--- src/rtl/drag_pkg.sv ---
// rtl/drag_pkg.sv - shared state encoding and tree-mode constants for the drag tree controller
//
// Contents:
//   drag_state_e : 3-bit controller state (IDLE, STAGE, AMBER, GREEN, DONE)
//   FULL_TREE    : ambers light one at a time
//   PRO_TREE     : all ambers light together for a single step
package drag_pkg;

  typedef enum logic [2:0] {
    IDLE  = 3'd0,
    STAGE = 3'd1,
    AMBER = 3'd2,
    GREEN = 3'd3,
    DONE  = 3'd4
  } drag_state_e;

  localparam logic FULL_TREE = 1'b0;
  localparam logic PRO_TREE  = 1'b1;

endpackage

--- src/rtl/drag_interval_timer.sv ---
// rtl/drag_interval_timer.sv - shared up-counter with synchronous clear and terminal-count compare
//
// Ports:
//   clk   : clock
//   rst_n : asynchronous active-low reset, counter returns to 0
//   clr   : synchronous clear, wins over en
//   en    : count enable
//   term  : terminal count value to compare against
//   tc    : 1 while the current count equals term (equality only, no wrap handling)
module drag_interval_timer #(
  parameter int CNT_W = 26
) (
  input  logic             clk,
  input  logic             rst_n,
  input  logic             clr,
  input  logic             en,
  input  logic [CNT_W-1:0] term,
  output logic             tc
);

  logic [CNT_W-1:0] count_q;
  logic [CNT_W-1:0] count_d;

  always_comb begin
    count_d = count_q;
    if (clr) begin
      count_d = '0;
    end else if (en) begin
      count_d = count_q + CNT_W'(1);
    end
  end

  always_ff @(posedge clk or negedge rst_n) begin
    if (!rst_n) begin
      count_q <= '0;
    end else begin
      count_q <= count_d;
    end
  end

  assign tc = (count_q == term);

endmodule

--- src/rtl/drag_tree_ctrl.sv ---
// rtl/drag_tree_ctrl.sv - N-lane drag-race christmas tree controller (staging, amber countdown, green/foul result)
//
// Optional feature macro: DRAG_REACTION_TIMER_EN (adds React and Winner outputs).
//
// Ports:
//   Clock   : system clock
//   Rst     : asynchronous active-low reset
//   ProMode : 0 = full tree, 1 = pro tree; latched while IDLE
//   NewRace : returns DONE to IDLE, clearing the result
//   PSB/SB  : pre-stage / stage beams per lane, 1 = broken
//   PSL/SL  : registered copies of PSB/SB
//   AMB     : shared amber lamps, AMB[0] is the top lamp
//   GRN/RED : per-lane green / foul lamps
//   React   : (feature) per-lane reaction cycle count, CNT_W bits per lane
//   Winner  : (feature) one-hot first non-fouled lane to leave
//   Done    : race result latched (GREEN and DONE)
module drag_tree_ctrl
  import drag_pkg::*;
#(
  parameter int LANES        = 2,
  parameter int AMBERS       = 3,
  parameter int STAGE_CYCLES = 50000000,
  parameter int STEP_CYCLES  = 25000000,
  parameter int CNT_W        = 26
) (
  input  logic                   Clock,
  input  logic                   Rst,
  input  logic                   ProMode,
  input  logic                   NewRace,
  input  logic [LANES-1:0]       PSB,
  input  logic [LANES-1:0]       SB,
  output logic [LANES-1:0]       PSL,
  output logic [LANES-1:0]       SL,
  output logic [AMBERS-1:0]      AMB,
  output logic [LANES-1:0]       GRN,
  output logic [LANES-1:0]       RED,
`ifdef DRAG_REACTION_TIMER_EN
  output logic [LANES*CNT_W-1:0] React,
  output logic [LANES-1:0]       Winner,
`endif
  output logic                   Done
);

  localparam logic [CNT_W-1:0]  STAGE_TC  = CNT_W'(STAGE_CYCLES - 1);
  localparam logic [CNT_W-1:0]  STEP_TC   = CNT_W'(STEP_CYCLES - 1);
  localparam logic [1:0]        LAST_STEP = 2'(AMBERS - 1);
  localparam logic [AMBERS-1:0] AMB_ONE   = AMBERS'(1);

  drag_state_e       state_q, state_d;
  logic              mode_q, mode_d;
  logic [1:0]        step_q, step_d;
  logic [LANES-1:0]  foul_q, foul_d;
  logic [LANES-1:0]  psl_q, psl_d;
  logic [LANES-1:0]  sl_q, sl_d;
  logic [AMBERS-1:0] amb_q, amb_d;
  logic [LANES-1:0]  grn_q, grn_d;
  logic [LANES-1:0]  red_q, red_d;
  logic              done_q, done_d;

  logic              tmr_clr;
  logic              tmr_en;
  logic [CNT_W-1:0]  tmr_term;
  logic              tmr_tc;

`ifdef DRAG_REACTION_TIMER_EN
  logic [LANES*CNT_W-1:0] react_q, react_d;
  logic [LANES-1:0]       winner_q, winner_d;
  logic [LANES-1:0]       frozen_q, frozen_d;
  logic [LANES-1:0]       react_drop;
`endif

  // One timer serves both intervals; the terminal count follows the state.
  drag_interval_timer #(
    .CNT_W (CNT_W)
  ) u_timer (
    .clk   (Clock),
    .rst_n (Rst),
    .clr   (tmr_clr),
    .en    (tmr_en),
    .term  (tmr_term),
    .tc    (tmr_tc)
  );

  always_comb begin
    state_d  = state_q;
    mode_d   = mode_q;
    step_d   = step_q;
    foul_d   = foul_q;
    psl_d    = PSB;
    sl_d     = SB;
    amb_d    = amb_q;
    grn_d    = grn_q;
    red_d    = red_q;
    done_d   = done_q;
    tmr_clr  = 1'b1;
    tmr_en   = 1'b0;
    tmr_term = (state_q == AMBER) ? STEP_TC : STAGE_TC;

`ifdef DRAG_REACTION_TIMER_EN
    react_d    = react_q;
    winner_d   = winner_q;
    frozen_d   = frozen_q;
    react_drop = '0;
    // Live lanes count while still staged after green and freeze on the first SB fall.
    if ((state_q == GREEN) || (state_q == DONE)) begin
      for (int l = 0; l < LANES; l++) begin
        if (!foul_q[l] && !frozen_q[l]) begin
          if (!SB[l]) begin
            frozen_d[l]   = 1'b1;
            react_drop[l] = 1'b1;
          end else if (react_q[l*CNT_W +: CNT_W] != '1) begin
            react_d[l*CNT_W +: CNT_W] = react_q[l*CNT_W +: CNT_W] + CNT_W'(1);
          end
        end
      end
    end
    // Lowest set bit of the drop mask breaks ties toward lane 0.
    if ((winner_q == '0) && (react_drop != '0)) begin
      winner_d = react_drop & (~react_drop + LANES'(1));
    end
`endif

    case (state_q)
      IDLE: begin
        mode_d = ProMode;
        step_d = 2'd0;
        if (&SB) begin
          state_d = STAGE;
        end
      end

      STAGE: begin
        if (!(&SB)) begin
          state_d = IDLE;
        end else if (tmr_tc) begin
          state_d = AMBER;
          step_d  = 2'd0;
          amb_d   = (mode_q == PRO_TREE) ? '1 : AMB_ONE;
        end else begin
          tmr_clr = 1'b0;
          tmr_en  = 1'b1;
        end
      end

      AMBER: begin
        // foul_d includes this cycle's drops, so a drop on the last amber cycle
        // is already excluded from the green mask below.
        foul_d = foul_q | ~SB;
        red_d  = foul_d;
        if (&foul_d) begin
          state_d = DONE;
          amb_d   = '0;
          done_d  = 1'b1;
        end else if (tmr_tc) begin
          if ((mode_q == PRO_TREE) || (step_q == LAST_STEP)) begin
            state_d = GREEN;
            amb_d   = '0;
            grn_d   = ~foul_d;
            done_d  = 1'b1;
          end else begin
            step_d = step_q + 2'd1;
            amb_d  = AMB_ONE << (step_q + 2'd1);
          end
        end else begin
          tmr_clr = 1'b0;
          tmr_en  = 1'b1;
        end
      end

      GREEN: begin
        state_d = DONE;
      end

      DONE: begin
        if (NewRace) begin
          state_d = IDLE;
          grn_d   = '0;
          red_d   = '0;
          foul_d  = '0;
          done_d  = 1'b0;
`ifdef DRAG_REACTION_TIMER_EN
          react_d  = '0;
          winner_d = '0;
          frozen_d = '0;
`endif
        end
      end

      default: begin
        state_d = IDLE;
      end
    endcase
  end

  always_ff @(posedge Clock or negedge Rst) begin
    if (!Rst) begin
      state_q  <= IDLE;
      mode_q   <= FULL_TREE;
      step_q   <= 2'd0;
      foul_q   <= '0;
      psl_q    <= '0;
      sl_q     <= '0;
      amb_q    <= '0;
      grn_q    <= '0;
      red_q    <= '0;
      done_q   <= 1'b0;
`ifdef DRAG_REACTION_TIMER_EN
      react_q  <= '0;
      winner_q <= '0;
      frozen_q <= '0;
`endif
    end else begin
      state_q  <= state_d;
      mode_q   <= mode_d;
      step_q   <= step_d;
      foul_q   <= foul_d;
      psl_q    <= psl_d;
      sl_q     <= sl_d;
      amb_q    <= amb_d;
      grn_q    <= grn_d;
      red_q    <= red_d;
      done_q   <= done_d;
`ifdef DRAG_REACTION_TIMER_EN
      react_q  <= react_d;
      winner_q <= winner_d;
      frozen_q <= frozen_d;
`endif
    end
  end

  assign PSL  = psl_q;
  assign SL   = sl_q;
  assign AMB  = amb_q;
  assign GRN  = grn_q;
  assign RED  = red_q;
  assign Done = done_q;
`ifdef DRAG_REACTION_TIMER_EN
  assign React  = react_q;
  assign Winner = winner_q;
`endif

endmodule

--- config.mk ---
export PLATFORM = sky130hd
export DESIGN_NAME = drag_tree_ctrl
export DESIGN_NICKNAME = d
export VERILOG_FILES = /design/src/rtl/drag_pkg.sv /design/src/rtl/drag_interval_timer.sv /design/src/rtl/drag_tree_ctrl.sv
export SDC_FILE = /design/constraint.sdc
export NUM_CORES = 1
export LEC_CHECK = 0
export ABC_AREA = 1
export CORE_MARGIN = 2
export CORE_UTILIZATION = 40
export DETAILED_ROUTE_END_ITERATION = 10
export HOLD_SLACK_MARGIN = 0.15
export PLACE_DENSITY_LB_ADDON = 0.12
export SLEW_MARGIN = 5
export SYNTH_ARGS = -nofsm -noshare
export SYNTH_HDL_FRONTEND = slang
export SYNTH_SLANG_ARGS = --single-unit
--- constraint.sdc ---
create_clock -name Clock -period 1.7 [get_ports Clock]
set_input_delay 0.255 -clock Clock [delete_from_list [all_inputs] [get_ports Clock]]
set_output_delay 0.255 -clock Clock [all_outputs]
set_load 0.05 [all_outputs]
==> run_results.csv, run 1 <==
group,metric,value,unit
place,gp_congestion,0.870,
finish,drive_above_1_share,22.6,%
setup_path,path_class,"flip-flop to flip-flop",
yosys,synth_area_leaders,"dfrtp_1 (44%), nand2_1 (13%), nor2_1 (8.4%), inv_1 (5.8%), xor2_1 (4.2%)",
timing,rsz0062_at_grt,"yes",
yosys,ys_async_sr_fraction,100,%
finish,multi_input_area,0.00131,mm^2
floorplanning,die_x,83.2,um
route,wl_met1,3040,um
yosys,syn_nets,345,
yosys,yosysMostFrequentCell,"nand2_1",
setup_path,cp_slowest_cell,"dfrtp_1",
cts,clkSinkCount,44,
timing,slew_headroom,62.6,%
route,drt_iter0_markers,122,
route,topRoutingLayerUsed,"met4",
floorplanning,die_y,83.2,um
outcome,outcome,"complete, no violations",
power,ir_worst_vdd,931,uV
route,drt_drc_violations_left,0,
yosys,ys_warn_count,0,
timing,fmax,626,MHz
setup_path,cp.required,1.88,ns
worst_hold_path,hold_class,"input pin to flip-flop",
route,drt_wl_total,6040,um
setup_path,crit_chain,"nor2_1 -> nand2_1 -> nor2_1 -> nand2_1 -> nor2_4 -> nand3_4 -> buf_4 -> nand2_4 -> nor3b_1",
floorplanning,num_rows,28,
place,pre_cts_slack,-0.0965,ns
route,drt-vias-per-instance,4.92,
cts,cts_buffer_depth,2,
finish,final.fill_count,571,
finish,regArea,0.00110,mm^2
global_route,grt_pass1_wl,9900,um
power,leakagePower,1.49,nW
global_route,grt_use_total,17.4,%
route,route.met3.wl,261,um
yosys,synth-seq-cells,44,
yosys,syn_area_per_cell,7.56,um^2
finish,n_antenna_cell,0,
floorplanning,coreArea,0.00599,mm^2
floorplanning,initial_core_util,41.9,%
route,vias,2308,
cts,clk_pin_slew,0.09,ns
route,routedWlPerCell,12.9,um
timing,hold_viol,0,
yosys,synth_common_cells,"nand2_1 (88), nor2_1 (56), dfrtp_1 (44)",
timing,fin_crit,1.60,ns
cts,cts-buffers-inserted,5,
timing,period_share,93.9,%
timing,clock_skew,0.00746,ns
global_route,grt_max_degree,45,
place,dp_hpwl,4420,um
flow_run,drv_cap,0,
yosys,yosysTopAreaCell,"dfrtp_1",
cts,clkLatencyLatePin,0.29,ns
power,power_density,1230,mW/mm^2
yosys,synth.top_cell.area_share,43.8,%
timing,worst_pin_slew,0.562,ns
setup_path,cp_slowest_stage_delay,0.44,ns
timing,worst_slack,0.103,ns
yosys,synthCells,332,
yosys,yosysSeqAreaShare,43.8,%
route,wl_met2,2690,um
global_route,grt_pass1_vias,2207,
yosys,synth_cell_types,31,
timing,slew_violations,0,
cts,h-tree-depth,2,
finish,final_nets,406,
finish,finish.utilization,53.8,%
route,ant_nets,0,
setup_path,crit_fanout,5,
floorplanning,io-pin-count,20,
cts,tritoncts,"yes",
place,port_buffers,19,
yosys,synth.cell_area,0.00251,mm^2
yosys,synth-edff-count,0,
global_route,overflow,0,
floorplanning,dieArea,0.00693,mm^2
global_route,antenna_found_initial,0,
finish,synthToLayoutAreaGrowth,28.3,%
timing,setup_violations,0,
setup_path,worstSetupStartpointType,"flip-flop",
power,power.total,3.95,mW
setup_path,cp_data_arrival_time,1.78,ns
setup_path,end_kind,"flip-flop",
cts,cts_root_buffer,"clkbuf_8",
yosys,ys.flop_type,"dfrtp_1",
route,dr.pass1.iters,4,
path summary, 6_finish.rpt:
kind                       depth (start not counted)               start  slack, ns                  end
max                                                9  u_timer.count_q[8]       0.10  u_timer.count_q[11]
min                                                1              PSB[1]       0.39               PSL[1]
max reg2reg                                        9  u_timer.count_q[8]       0.10  u_timer.count_q[11]
min reg2reg                                        2              AMB[1]       0.48               AMB[1]
max in group asynchronous                          3                 Rst       0.76           state_q[1]
min in group asynchronous                          3                 Rst       0.56  u_timer.count_q[11]
report_power, final:
part / total [mW] / switching, mW / internal [mW]
clock network: 0.795 / 0.359 / 0.437
logic: 1.85 / 1.17 / 0.682
registers: 1.30 / 0.0974 / 1.20
total: 3.95 / 1.63 / 2.32
cell families after synthesis:
family          after synthesis  synth area share, %
simple gates                203                 35.5
buf+inv                      45                 7.62
flops                        44                 43.8
compound gates               19                 4.93
xor+xnor                     16                 5.58
fa+ha+maj                     5                 2.49
cell usage in the layout, fill, tap and decap left out, drive strengths merged, types with 2 or more instances in the layout:
cell type | synthesis | layout
o21ai | 10 | 10
inv | 42 | 42
clkbuf | 0 | 6
nand3b | 3 | 3
nor3 | 15 | 15
nor2 | 58 | 58
clkdlybuf4s50 | 0 | 6
nand2 | 95 | 97
or2 | 2 | 2
xor2 | 12 | 12
a21oi | 3 | 3
nand4 | 8 | 8
ha | 5 | 5
dfrtp | 44 | 44
buf | 3 | 48
xnor2 | 4 | 4
o22ai | 2 | 2
nand3 | 20 | 20
area by class of cell:
| cell class | instances | area share [%] |
|---|---|---|
| tap | 75 | 2.91 |
| clock inverter | 2 | 1.09 |
| inverter | 42 | 4.90 |
| timing repair buffer | 55 | 14.1 |
| multi-input combinational | 245 | 40.6 |
| clock buffer | 6 | 2.25 |
| sequential | 44 | 34.2 |
layer usage:
| layer | track usage, % | up-vias |
|---|---|---|
| met2 | 27.4 | 52 |
| met5 | 0 | - |
| met3 | 3.38 | 4 |
| met4 | 3.73 | 0 |
| met1 | 24.8 | 1080 |
| li1 | - | 1172 |
timing repair:
| action | in CTS | in global routing |
|---|---|---|
| pin swaps | 0 | 4 |
| cloned | 0 | 2 |
| hold buffers | 1 | 0 |
| hold endpoints to repair | 44 | 0 |
| setup endpoints to repair | 9 | 23 |
| resized for setup | 1 | 15 |
| buffers inserted | 0 | 8 |
per-stage QoR:
stage | hold slack (ns) | TNS (ns) | cells | cell area (um^2)
2_1_floorplan | -0.0406 | 0 | 332 | 2510
3_3_place_gp | 0.370 | -0.153 | 450 | 2950
3_5_place_dp | 0.373 | -0.762 | 450 | 2950
4_1_cts | 0.380 | 0 | 459 | 3080
5_1_grt | 0.380 | -0.107 | 469 | 3220
6_report | 0.389 | 0 | 469 | 3220
registers in the layout, summed over array words and instances (netlist names), 2 cells and up:
| register | count |
|---|---|
| RED | 2 |
| step_q | 2 |
| state_q | 3 |
| PSL | 2 |
| u_timer.count_q | 26 |
| SL | 2 |
| GRN | 2 |
| AMB | 3 |
critical path, delay by kind of cell (launching register included):
kind                   cells  cell delay, ns
AND/OR/NAND/NOR            8            0.84
buffers and inverters      1            0.19
flip-flops                 1            0.44
Power figures use the tool's default switching activity.
==> run 2, diff against run 1 <==
--- a/config.mk
+++ b/config.mk
@@ -6,6 +6,7 @@
 export NUM_CORES = 1
 export LEC_CHECK = 0
 export ABC_AREA = 1
+export CAP_MARGIN = 20
 export CORE_MARGIN = 2
 export CORE_UTILIZATION = 40
 export DETAILED_ROUTE_END_ITERATION = 10
@@ -15,3 +16,4 @@
 export SYNTH_ARGS = -nofsm -noshare
 export SYNTH_HDL_FRONTEND = slang
 export SYNTH_SLANG_ARGS = --single-unit
+export TNS_END_PERCENT = 50
==> run 2 against run 1 <==
- sequential power barely moved
- largest power group unchanged
- utilization fell by 0.084 points
- register-to-register slack about the same
- worst hold slack barely moved
- worst setup slack lost 0.0053 ns
- highest routed layer unchanged
- maximum frequency fell by 0.33%
- critical endpoint unchanged
- cell area down 0.16%
- sequential cell count did not move
- sequential share of layout area increased by 0.053 points
- combinational power about the same
==> run_results.csv, run 2 (synthesis gave the netlist of run 1 again) <==
group,metric,value,unit
setup_path,startpoint,"u_timer.count_q[8]",
place,dp_hpwl,4420,um
setup_path,cp.required,1.88,ns
setup_path,end_kind,"flip-flop",
setup_path,crit_fanout,5,
place,place_area,0.00295,mm^2
finish,largest_reg_flops,26,
floorplanning,num_rows,28,
floorplanning,io-pin-count,20,
route,drt_iter0_markers,150,
floorplanning,dieArea,0.00693,mm^2
setup_path,reg2reg_depth,9,
place,port_buffers,19,
cts,clkSinkCount,44,
cts,cts_buffer_depth,2,
route,routedWlPerCell,12.9,um
route,drt_drc_violations_left,0,
place,pre_cts_slack,-0.0965,ns
outcome,outcome,"complete, no violations",
flow_run,drv_cap,0,
finish,final_nets,405,
route,dr.pass1.iters,4,
setup_path,r2r_end,"u_timer.count_q[11]",
timing,period_share,94.3,%
global_route,overflow,0,
finish,final_cell_mix,"nand2_1 (83), nor2_1 (53), dfrtp_1 (44), buf_4 (44), inv_1 (38)",
timing,fmax,624,MHz
timing,hold-worst-slack,0.390,ns
global_route,grt_max_degree,45,
timing,rsz0062_at_grt,"yes",
route,ant_nets,0,
timing,setup_violations,0,
timing,slew_headroom,62.7,%
cts,clk_pin_slew,0.08,ns
global_route,grt_pass1_wl,9900,um
cts,cts_root_buffer,"clkbuf_8",
floorplanning,coreArea,0.00599,mm^2
cts,tritoncts,"yes",
floorplanning,initial_core_util,41.9,%
finish,regArea,0.00110,mm^2
timing,slew_violations,0,
floorplanning,die_y,83.2,um
route,route.met3.wl,238,um
worst_hold_path,hold_class,"input pin to flip-flop",
finish,drive_above_1_share,22.6,%
setup_path,path_class,"flip-flop to flip-flop",
route,wl_met2,2670,um
timing,worst_slack,0.0976,ns
setup_path,cp_data_arrival_time,1.78,ns
power,ir_worst_vdd,932,uV
worst_hold_path,hp-start,"PSB[1]",
route,drt-vias-per-instance,4.86,
route,drt_wl_total,6030,um
cts,h-tree-depth,2,
finish,n_antenna_cell,0,
finish,stdcell_area,0.00322,mm^2
timing,fin_crit,1.60,ns
timing,worst_pin_slew,0.559,ns
timing,clock_skew,0.00881,ns
finish,mostFrequentLayoutCell,"nand2_1",
route,wl_met1,3080,um
setup_path,rrSetupSlack,0.1,ns
cts,cts-buffers-inserted,5,
route,vias,2274,
global_route,grt_use_total,17.4,%
setup_path,crit_path_end,"u_timer.count_q[11]",
finish,synthToLayoutAreaGrowth,28.1,%
power,leakagePower,1.49,nW
setup_path,worstSetupStartpointType,"flip-flop",
finish,multi_input_area,0.00131,mm^2
finish,final.fill_count,574,
finish,regMostFlops,"u_timer.count_q",
floorplanning,die_x,83.2,um
global_route,antenna_found_initial,0,
power,power_density,1230,mW/mm^2
place,gp_congestion,0.870,
timing,hold_viol,0,
setup_path,r2r_start,"u_timer.count_q[8]",
route,topRoutingLayerUsed,"met4",
global_route,grt_pass1_vias,2207,
cts,clkLatencyLatePin,0.29,ns
## run 2: changes by cell type in the layout (fill, tap and decap cells not counted), sizes merged
cell / change
buf: -1
## run 2: how the worst min path moves through the flow
| stage | end | slack [ns] | cells after the start |
|---|---|---|---|
| finish | PSL[1] | 0.39 | 1 |
| global route | PSL[0] | 0.38 | 1 |
| CTS | PSL[1] | 0.38 | 1 |
| detailed placement | u_timer.count_q[12] | 0.37 | 2 |
| global placement | u_timer.count_q[23] | 0.37 | 2 |
| floorplan | AMB[0] | -0.04 | 0 |
## run 2: worst max-delay path: stages (launching register included)
cell	delay, ns
dfrtp_1	0.44
nor2_1	0.12
nand2_1	0.06
nor2_1	0.09
nand2_1	0.09
nor2_4	0.16
nand3_4	0.17
buf_4	0.20
nand2_4	0.09
nor3b_1	0.05
## run 2: cell type report
cell class,instances,share of cell area (%)
inverter,42,4.90
timing repair buffer,54,13.9
sequential,44,34.2
tap,75,2.92
clock buffer,6,2.26
clock inverter,2,1.09
multi-input combinational,245,40.7
## run 2: per-stage QoR
stage	setup TNS [ns]	cells	util [%]	total power [mW]
after CTS	0	459	51.4	3.86
final	0	468	53.7	3.94
after global routing	-0.117	468	53.7	4.22
after global placement	-0.153	450	49.3	3.03
after detailed placement	-0.762	450	49.3	3.03
after floorplan	0	332	-	2.47
## run 2: per-layer routing
metal,vias to the layer above,track usage (%)
li1,1167,-
met1,1067,24.8
met2,36,27.4
met3,4,3.38
met4,0,3.73
met5,-,0
## run 2: power breakdown
part	internal (mW)	total (mW)	switching (mW)
Combinational	0.682	1.85	1.17
Sequential	1.21	1.30	0.0973
Clock	0.436	0.790	0.353
## run 2: timing repair
item                                   CTS  global route
setup buffers                            0             7
endpoints found under the hold margin   44             0
gates resized for setup                  1            16
pin swaps                                0             4
setup endpoints to repair                9            23
hold buffers                             1             0
gates cloned                             0             2
==> run 3, diff against run 2 <==
--- a/config.mk
+++ b/config.mk
@@ -8,7 +8,7 @@
 export ABC_AREA = 1
 export CAP_MARGIN = 20
 export CORE_MARGIN = 2
-export CORE_UTILIZATION = 40
+export CORE_UTILIZATION = 45
 export DETAILED_ROUTE_END_ITERATION = 10
 export HOLD_SLACK_MARGIN = 0.15
 export PLACE_DENSITY_LB_ADDON = 0.12
==> run 3 against run 2 <==
- cell count is 1.5% lower
- utilization is 3.8 points higher
- global-route usage is 2.8 points higher
- sequential cell count stayed put
- count of clock-buffer cells in the layout stayed put
- clock power is 15% lower
- via count is 5.1% lower
- sequential share of layout area is 1.0 points higher
- combinational power hardly changed
- maximum frequency is 0.40% higher
- sequential power hardly changed
==> run_results.csv, run 3 (synthesis gave the netlist of run 1 again) <==
group,metric,value,unit
outcome,outcome,"complete, no violations",
power,power_density,1220,mW/mm^2
worst_hold_path,hold_class,"input pin to flip-flop",
timing,fmax,627,MHz
finish,drive_above_1_share,20.1,%
finish,final_nets,401,
timing,period_share,93.9,%
place,placed_cells,448,
flow_run,drv_cap,0,
route,ant_nets,0,
finish,largest_reg_flops,26,
timing,clock_skew,0.00755,ns
setup_path,cp_slowest_cell,"dfrtp_1",
setup_path,r2r_end,"u_timer.count_q[25]",
setup_path,crit_chain,"inv_1 -> nand2_1 -> nor2_1 -> nand3_1 -> nand2_1 -> nand3_4 -> buf_4 -> nand2_4 -> nor2_1",
power,ir_worst_vdd,725,uV
place,dp_hpwl,4370,um
finish,regMostFlops,"u_timer.count_q",
floorplanning,die_x,78.7,um
floorplanning,die_y,78.7,um
floorplanning,num_rows,27,
place,gp_congestion,0.882,
worst_hold_path,hp-start,"PSB[1]",
cts,cts_buffer_depth,2,
finish,regArea,0.00110,mm^2
finish,mostFrequentLayoutCell,"nand2_1",
setup_path,end_kind,"flip-flop",
setup_path,path_class,"flip-flop to flip-flop",
worst_hold_path,min_path_cells,1,
timing,fin_crit,1.60,ns
cts,cts_root_buffer,"clkbuf_8",
timing,hold-worst-slack,0.396,ns
setup_path,cp_data_arrival_time,1.78,ns
setup_path,cp.required,1.88,ns
global_route,antenna_found_initial,0,
cts,clkSinkCount,44,
finish,synthToLayoutAreaGrowth,24.5,%
floorplanning,dieArea,0.00619,mm^2
global_route,grt_pass1_vias,2047,
finish,final_cell_mix,"nand2_1 (87), nor2_1 (56), dfrtp_1 (43)",
worst_hold_path,whs_endpoint,"PSL[1]",
finish,stdcell_area,0.00313,mm^2
timing,slew_headroom,62.9,%
timing,worst_pin_slew,0.557,ns
route,vias,2159,
floorplanning,initial_core_util,46.2,%
place,place_area,0.00296,mm^2
floorplanning,io-pin-count,20,
route,drt_iter0_markers,161,
finish,finish.utilization,57.5,%
place,port_buffers,19,
setup_path,crit_fanout,9,
cts,clkLatencyLatePin,0.30,ns
route,drt-vias-per-instance,4.68,
setup_path,rrSetupSlack,0.10,ns
timing,setup_violations,0,
setup_path,critical_path.top_delay_family,"simple AND/OR/NAND/NOR gates",
finish,n_antenna_cell,0,
setup_path,worstSetupStartpointType,"flip-flop",
route,drt_wl_total,5780,um
cts,tritoncts,"yes",
timing,hold_viol,0,
global_route,grt_pass1_wl,9790,um
global_route,grt_max_degree,45,
cts,cts-buffers-inserted,5,
timing,slew_violations,0,
setup_path,cp_slowest_stage_delay,0.43,ns
setup_path,critPathBufInv,2,
route,routedWlPerCell,12.5,um
global_route,overflow,0,
route,dr.pass1.iters,4,
setup_path,reg2reg_depth,9,
finish,final_cells,461,
cts,h-tree-depth,2,
cts,clk_pin_slew,0.08,ns
finish,final.fill_count,520,
global_route,grt_use_total,20.2,%
setup_path,r2r_start,"u_timer.count_q[15]",
floorplanning,coreArea,0.00544,mm^2
power,leakagePower,1.46,nW
finish,multi_input_area,0.00126,mm^2
route,drt_drc_violations_left,0,
timing,finalSetupTns,0,ns
==> run 3: how the worst max path moves through the flow <==
stage                                    from  cells past startpoint  slack (ns)                   to
final                     u_timer.count_q[15]                      9        0.10  u_timer.count_q[25]
after global routing      u_timer.count_q[11]                      8       -0.01               AMB[2]
after CTS                          state_q[2]                      9        0.03  u_timer.count_q[12]
after detailed placement                SB[1]                      8       -0.07  u_timer.count_q[16]
after global placement                  SB[1]                     10      -0.006            step_q[0]
after floorplan                        RED[0]                     11        0.17           state_q[1]
==> run 3: through the flow <==
step	total power, mW	setup WS [ns]
2_1_floorplan	2.47	0.172
6_report	3.81	0.104
5_1_grt	4.07	-0.0116
4_1_cts	3.79	0.0259
3_5_place_dp	3.09	-0.0747
3_3_place_gp	3.08	-0.00612
==> run 3: layout make-up <==
cell class | instances | share of cell area (%)
repair buffers | 51 | 13.5
flip-flops and latches | 44 | 35.3
inverters | 42 | 5.04
well taps | 72 | 2.88
clock buffers | 6 | 2.64
clock inverters | 2 | 0.320
multi-input cells | 244 | 40.3
==> run 3: repair_timing <==
action	in CTS	in global routing
gates resized for setup	1	6
buffers inserted	0	3
pin swaps	0	4
gates cloned	0	1
endpoints found under the hold margin	44	0
hold buffers	1	0
setup endpoints to repair	4	25
==> run 3: per-layer routing <==
metal,track usage [%],wire length [um],vias up
li1,-,-,1158
met1,31.1,3040,954
met2,28.8,2420,41
met3,4.09,267,6
met4,5.44,55,0
met5,0,0,-
==> run 3: report_power, final <==
group | total (mW) | switching, mW | leakage [nW] | internal (mW)
clock | 0.675 | 0.350 | 0.0510 | 0.324
sequential | 1.29 | 0.0877 | 0.588 | 1.21
combinational | 1.85 | 1.15 | 0.818 | 0.700
total | 3.81 | 1.58 | 1.46 | 2.23
==> patch: new RTL, flow settings as in run 2 <==
`STEP_CYCLES`: 25000000 -> 12500000.
--- a/src/rtl/drag_tree_ctrl.sv
+++ b/src/rtl/drag_tree_ctrl.sv
@@ -21,5 +21,5 @@
   parameter int AMBERS       = 3,
   parameter int STAGE_CYCLES = 50000000,
-  parameter int STEP_CYCLES  = 25000000,
+  parameter int STEP_CYCLES  = 12500000,
   parameter int CNT_W        = 26
 ) (
Check against the original RTL: no difference found for any inputs over 10 cycles, from zero or initial values and one cycle with Rst low; that may be too few to reach the edited logic, so the function may still have changed.
==> patch against run 2 <==
Setup slack better by 38 ps; area after synthesis is 0.85% higher; power shrank 13%; sequential cell count unchanged; wire length fell by 6.1%; cell area down 5.2%; first-iteration DRC count shrank 33%; die area increased by 0.81%.
==> patch: results (changes against run 2) <==
metric;value;unit;change
outcome;finished, final reports clean;;
DRT Pass-1 Iters;4;;unchanged
switch share;41.8;%;+0.73 points
vias per cell;4.81;;-1.0%
Fillers;616;;+7.3%
CP Data Arrival Time;1760;ps;-20 ps
met3 routed WL;316;um;+33%
worst slack, placed;-5.07;ps;+91.5 ps
sequential share of the synthesized area;43.5;%;-0.37 points
met1 WL;2950;um;-4.2%
Yosys cell types;27;;-13%
post_cts resized;0;;-1
top post-synthesis cells by area;dfrtp_1 43%, nand2_1 13%, nor2_1 7.6%;;
CP top delay family;simple AND/OR/NAND/NOR gates;;
Num CTS Buffers;5;;unchanged
slowest stage delay, CP;360;ps;-80 ps
Max Used Layer;met4;;
initial DRC count;101;;-33%
Clk Latency, worst-skew pair;300;ps;
first-pass GRT wire length;9540;um;-3.7%
Logic power comb;1410;uW;-24%
nets;391;;-3.5%
Setup Skew;4.26;ps;-4.55 ps
Reg clk slew, reported paths;90;ps;
drt total wl;5670;um;-6.1%
Post-synth top cells;91 x nand2_1, 51 x nor2_1, 44 x dfrtp_1, 41 x inv_1, 22 x nand3_1;;
CP max FO;15;;+10
Power Density;1120;nW/um2;-8.7%
VDD IR max;0.805;mV;-14%
Synth Net Count;347;;+0.58%
Hold WC Path Type;input pin to async pin;;
sequential share of power;38.9;%;+5.9 points
LEAKAGE;0.00137;uW;-8.1%
largest net degree at the start of global routing;22;;-51%
wire length on met2;2320;um;-13%
vias in the first global route;2044;;-7.4%
GPL Wtd Cong;0.879;;+1.1%
Total GRT Usage;16.9;%;-0.48 points
-- patch: layout make-up --
type                       instances  area [um2]  share of cell area [%]
inverter                          41         154                    5.05
tap                               75        93.8                    3.08
timing repair buffer              39         345                    11.3
clock inverter                     2        16.3                   0.534
multi-input combinational        247        1260                    41.4
sequential                        44        1100                    36.2
clock buffer                       6        72.6                    2.38
-- patch: layer usage --
| metal | vias to the layer above | track usage (%) |
|---|---|---|
| met5 | - | 0 |
| met4 | 0 | 4.40 |
| met3 | 9 | 3.66 |
| met2 | 59 | 24.6 |
| met1 | 986 | 25.3 |
| li1 | 1130 | - |
-- patch: cells by family (layout without fill, tap and decap cells) --
| kind of cell | count (synthesis) | in the layout | share of synthesized area, % |
|---|---|---|---|
| AND/OR/NAND/NOR | 212 | 212 | 37.7 |
| flip-flops | 44 | 44 | 43.5 |
| buffers and inverters | 43 | 88 | 7.46 |
| XOR/XNOR | 15 | 15 | 5.19 |
| AO/OA/AOI/OAI | 14 | 14 | 3.21 |
| adder cells (fa/ha/maj) | 5 | 5 | 2.47 |
| multiplexers | 1 | 1 | 0.445 |
-- patch: final timing paths --
kind | startpoint | endpoint | slack [ps] | cells after the start
worst max-delay path | u_timer.count_q[0] | u_timer.count_q[24] | 140 | 9
worst min-delay path | Rst | u_timer.count_q[20] | 360 | 2
worst max register to register | u_timer.count_q[0] | u_timer.count_q[24] | 140 | 9
worst min register to register | AMB[0] | AMB[0] | 480 | 2
max in group asynchronous | Rst | step_q[0] | 850 | 3
min in group Clock | PSB[1] | PSL[1] | 390 | 1
-- patch: metrics by stage --
stage | instances | area [um2]
finish | 454 | 3050
global route | 454 | 3050
CTS | 454 | 3030
detailed placement | 445 | 2930
global placement | 445 | 2930
floorplan | 334 | 2530
